### config.mk
export PLATFORM = sky130hd
export DESIGN_NAME = m_cp0_exc
export DESIGN_NICKNAME = d
export VERILOG_FILES = /design/src/rtl/m_cp0_exc.sv
export SDC_FILE = /design/constraint.sdc
export NUM_CORES = 1
export LEC_CHECK = 0
export CAP_MARGIN = 25
export CORE_ASPECT_RATIO = 0.5
export CORE_MARGIN = 2
export CORE_UTILIZATION = 60
export DETAILED_ROUTE_END_ITERATION = 8
export DONT_BUFFER_PORTS = 1
export MAX_ROUTING_LAYER = met4
export PLACE_DENSITY = 0.79
export SLEW_MARGIN = 20
export SYNTH_ARGS = -nofsm -noshare
export SYNTH_HDL_FRONTEND = slang
export SYNTH_SLANG_ARGS = --single-unit
### constraint.sdc
create_clock -name clk -period 2.6 [get_ports clk]
set_input_delay 0.26 -clock clk [delete_from_list [all_inputs] [get_ports clk]]
set_output_delay 0.26 -clock clk [all_outputs]
set_load 0.02 [all_outputs]
### src/rtl/m_cp0_exc.sv
// M-stage coprocessor 0: SR/Cause/EPC registers, exception and interrupt decision,
// and the flush/redirect request to the pipeline.
module m_cp0_exc #(
  parameter logic [31:0] HANDLER_PC = 32'h0000_4180,
  parameter logic [31:0] SR_WMASK   = 32'h0000_FC03
) (
  input  logic        clk,
  input  logic        reset_n,
  input  logic        en,
  input  logic [4:0]  cp0_addr,
  input  logic [31:0] cp0_in,
  output logic [31:0] cp0_out,
  input  logic [31:0] vpc,
  input  logic        bd_in,
  input  logic [4:0]  exc_code_in,
  input  logic [5:0]  hw_int,
  input  logic        exl_clr,
  output logic        req,
  output logic [31:0] epc_out,
  output logic [31:0] handler_pc
);

  localparam logic [4:0] AddrSr    = 5'd12;
  localparam logic [4:0] AddrCause = 5'd13;
  localparam logic [4:0] AddrEpc   = 5'd14;

  logic [31:0] srQ, srD;
  logic [31:0] epcQ, epcD;
  logic        bdQ, bdD;
  logic [5:0]  ipQ, ipD;
  logic [4:0]  excCodeQ, excCodeD;

  logic        intReq, excReq;
  logic [31:0] vpcAligned;

  assign intReq     = (|(hw_int & srQ[15:10])) & srQ[0] & ~srQ[1];
  assign excReq     = (exc_code_in != 5'd0) & ~srQ[1];
  // Held low during reset so a stale exc_code_in cannot flush the pipeline.
  assign req        = (intReq | excReq) & reset_n;
  assign vpcAligned = vpc & 32'hFFFF_FFFC;

  always_comb begin
    srD      = srQ;
    epcD     = epcQ;
    bdD      = bdQ;
    excCodeD = excCodeQ;
    ipD      = hw_int;
    if (req) begin
      // The faulting instruction is squashed: its mtc0 and any eret are dropped.
      srD[1]   = 1'b1;
      excCodeD = intReq ? 5'd0 : exc_code_in;
      bdD      = bd_in;
      epcD     = bd_in ? vpcAligned - 32'd4 : vpcAligned;
    end else begin
      if (en) begin
        unique case (cp0_addr)
          AddrSr:  srD  = cp0_in & SR_WMASK;
          AddrEpc: epcD = cp0_in & 32'hFFFF_FFFC;
          default: ;
        endcase
      end
      if (exl_clr) srD[1] = 1'b0;
    end
  end

  always_ff @(posedge clk or negedge reset_n) begin
    if (!reset_n) begin
      srQ      <= 32'd0;
      epcQ     <= 32'd0;
      bdQ      <= 1'b0;
      ipQ      <= 6'd0;
      excCodeQ <= 5'd0;
    end else begin
      srQ      <= srD;
      epcQ     <= epcD;
      bdQ      <= bdD;
      ipQ      <= ipD;
      excCodeQ <= excCodeD;
    end
  end

  always_comb begin
    cp0_out = 32'd0;
    unique case (cp0_addr)
      AddrSr:    cp0_out = srQ;
      AddrCause: cp0_out = {bdQ, 15'd0, ipQ, 3'd0, excCodeQ, 2'd0};
      AddrEpc:   cp0_out = epcQ;
      default:   cp0_out = 32'd0;
    endcase
  end

  assign epc_out    = epcQ;
  assign handler_pc = HANDLER_PC;

endmodule

==> results_dict.tcl <==
set metrics [dict create \
    outcome "finished clean" \
    postSynthAreaPerCell_um2 9.41 \
    grt-ovfl-total 0 \
    cts.path.max_buffers 2 \
    vdd_drop_max_v 0.000415 \
    cts_made_buffers 5 \
    cp.arrival_ns 2.06 \
    synth_seq_cells 50 \
    period_share_pct 89.1 \
    syn_area_um2 3260 \
    slew_viol_final 0 \
    grt.busiest_layer "met2" \
    dp_hpwl_mm 5.73 \
    p_sw_mw 0.770 \
    path_buf_inv 2 \
    avgViaCountPerCell 6.03 \
    routed_wl_mm 7.96 \
    root_buffer "clkbuf_8" \
    maxSlewHeadroom_pct 52.4 \
    cts.sinks 50 \
    fp-row-count 18 \
    setup_viol 0 \
    grt_use_met3_pct 5.74 \
    grtUsageTotal_pct 26.9 \
    core_area_um2 5070 \
    cp_max_fo 60 \
    synthFlopType "dfrtp_1" \
    crit_slowest_cell "o31ai_1" \
    antenna_found_initial 1 \
    synth.area.top_cells "dfrtp_1 38%, mux2_2 8.3%, buf_4 7.8%" \
    die_area_um2 6070 \
    yosysMostFrequentCell "dfrtp_1" \
    start_util_pct 64.3 \
    fp.dieW_um 108 \
    clkSlewWorstSetupHoldPaths_ns 0.10 \
    fillers 410 \
    yosys.area_share.simple_pct 18.1 \
    timing.hold.ws_ns 0.0867 \
    ys_types 45 \
    clockPowerShare_pct 25.6 \
    pwr-share-seq_pct 54.8 \
    max_stage_delay_ns 0.47 \
    layout-drive-gt1-share_pct 13.6 \
    holdPathStages 1 \
    hold_violations 0 \
    drt-pass1-iter-count 4 \
    muxShareOfSynthArea_pct 12.6 \
    portBuffers 0 \
    gp_routability_congestion 0.823 \
    post_cts_resized 0 \
    grtUsageMet1_pct 34.7 \
    crit_chain "a22o_1 > o31ai_1 > nand3_1 > nand2_1 > inv_2 > buf_4" \
    antenna_left 0 \
    leakage_nw 1.53 \
    synthAdderAreaFrac_pct 0.384 \
    grt_max_degree 61 \
    crit_cells 6 \
    wl_per_cell_um 18.8 \
    ff2ff_path_depth 8 \
    yosysTopAreaCell "dfrtp_1" \
    grtUsageMet2_pct 44.7 \
    synth_compound_area_share_pct 12.8 \
    critPathTopFamily "compound AO/OA/AOI/OAI gates" \
    num_vias 2558 \
    rsz0062_at_grt "no" \
    timing.fmax_mhz 432 \
    yosys-top-cells-count "50 x dfrtp_1, 34 x buf_4, 26 x nor2_1" \
    cts_tree "yes" \
    grt_pass1_wl_mm 12.3 \
    tightest_slew_ns 0.712 \
    final.setup.tns_ns 0 \
    drcViolationCount 0 \
    synth_top_family_by_area "simple AND/OR/NAND/NOR gates" \
    areaGrowthSynthToFinish_pct 5.46 \
    num_io_pins 182 \
    die_h_um 56.1 \
    clock_latency_ns 0.30 \
    end_kind "primary output" \
    grt_pass1_vias 2391 \
    h-tree-depth 2 \
    min_period_ns 2.32 \
    internal_power_mw 1.42 \
    startpoint_type "register" \
    required_ns 2.34 \
    cellPowerDensity_nw_per_um2 637 \
    synth_edf_count 0 \
    combinationalPowerShare_pct 19.6 \
    hold_path_class "in2reg" \
    synth_top_area_share_pct 38.4 \
    seq_area_frac_synth_pct 38.4 \
    finalNetCount 439 \
    swShare_pct 35.2 \
    synthXorXnorAreaFrac_pct 6.72 \
    num_antenna_cells 0 \
    drv_cap 0 \
    postSynth.asyncResetShare_pct 100 \
    drt_iter0_markers 150 \
    ys_warn_count 0 \
    finClkSkew_ns 0.0121 \
    netlist_instances 346 \
    critPathKind "reg2out" \
]
## cells in the final DEF, fill, tap and decap left out, types with 2 or more instances in the layout
cell type      synthesis  layout
dfrtp_1               50      50
conb_1                 2      34
nor2_1                26      26
mux2_2                24      24
xnor2_1               21      21
and2_1                20      20
nand2_1               17      17
a21oi_1               17      17
mux2i_1               14      14
o21ai_0               14      14
a22o_1                13      13
nor3_1                13      12
inv_1                 10      10
buf_4                 34       8
dlygate4sd3_1          0       7
a222oi_1               6       6
nand3_1                6       6
nor4_1                 6       6
clkbuf_8               0       5
nand4_1                4       4
xor2_1                 4       4
o31ai_1                3       3
or3_1                  3       3
nand3b_1               2       2
nor2b_1                2       2
or4_1                  2       2
a22oi_1                2       2
## flip-flops by register name, summed over array words and instances (netlist names)
name and count:
bdQ 1, epc_out 30, excCodeQ 5, ipQ 6, srQ 8
## per-layer routing
layer  up-vias  part of all wire, %
met1      1235                   39
met3         2                  9.3
met4         0                 0.34
li1       1177                    -
met2       144                   51
met5         -                    0
## power by group through the flow
stage / clock network, mW / registers [mW] / logic, mW
detailed placement: 0 / 1.21 / 0.399
floorplan: 0 / 1.17 / 0.383
CTS: 0.577 / 1.20 / 0.430
global route: 0.615 / 1.22 / 0.481
finish: 0.559 / 1.20 / 0.429
global placement: 0 / 1.21 / 0.383
## kinds of logic (layout without fill, tap and decap cells)
kind of cell               Yosys count  after routing
and+or+nand+nor                    110            110
AOI/OAI and AO/OA                   61             61
buffers and inverters               59             35
DFF                                 50             50
muxes                               38             38
xor gates and xnor gates            25             25
other                                2             34
adders and majority gates            1              1
## per-stage QoR
step	setup WS [ns]	total power, mW	area, um2	util [%]	std cells
detailed placement	0.307	1.61	3220	63.6	408
floorplan	0.414	1.55	3380	-	378
global placement	0.333	1.59	3220	63.6	408
global route	0.135	2.31	3430	67.8	424
finish	0.283	2.19	3430	67.8	424
CTS	0.303	2.20	3430	67.8	424
## final cells by class
cell class	instances	area [um2]	share of cell area (%)
clock buffers	5	68.8	2.00
clock inverters	3	47.5	1.38
inverters	11	41.3	1.20
multi-input cells	269	1780	51.8
flip-flops and latches	50	1250	36.4
well taps	70	87.6	2.55
repair buffers	16	158	4.59
## timing repair
action / CTS / global route
hold buffers: 8 / 0
setup buffers: 0 / 0
hold endpoints to repair: 56 / 0
## final timing paths
| path | to | from | slack, ns |
|---|---|---|---|
| max | req | srQ[10] | 0.28 |
| min | srQ[1] | exl_clr | 0.09 |
| max reg2reg | excCodeQ[2] | srQ[10] | 0.32 |
| min reg2reg | excCodeQ[1] | excCodeQ[1] | 0.52 |
| max in group asynchronous | excCodeQ[1] | reset_n | 1.89 |
| min in group asynchronous | ipQ[5] | reset_n | 0.47 |
(Power assumes the default switching activity.)
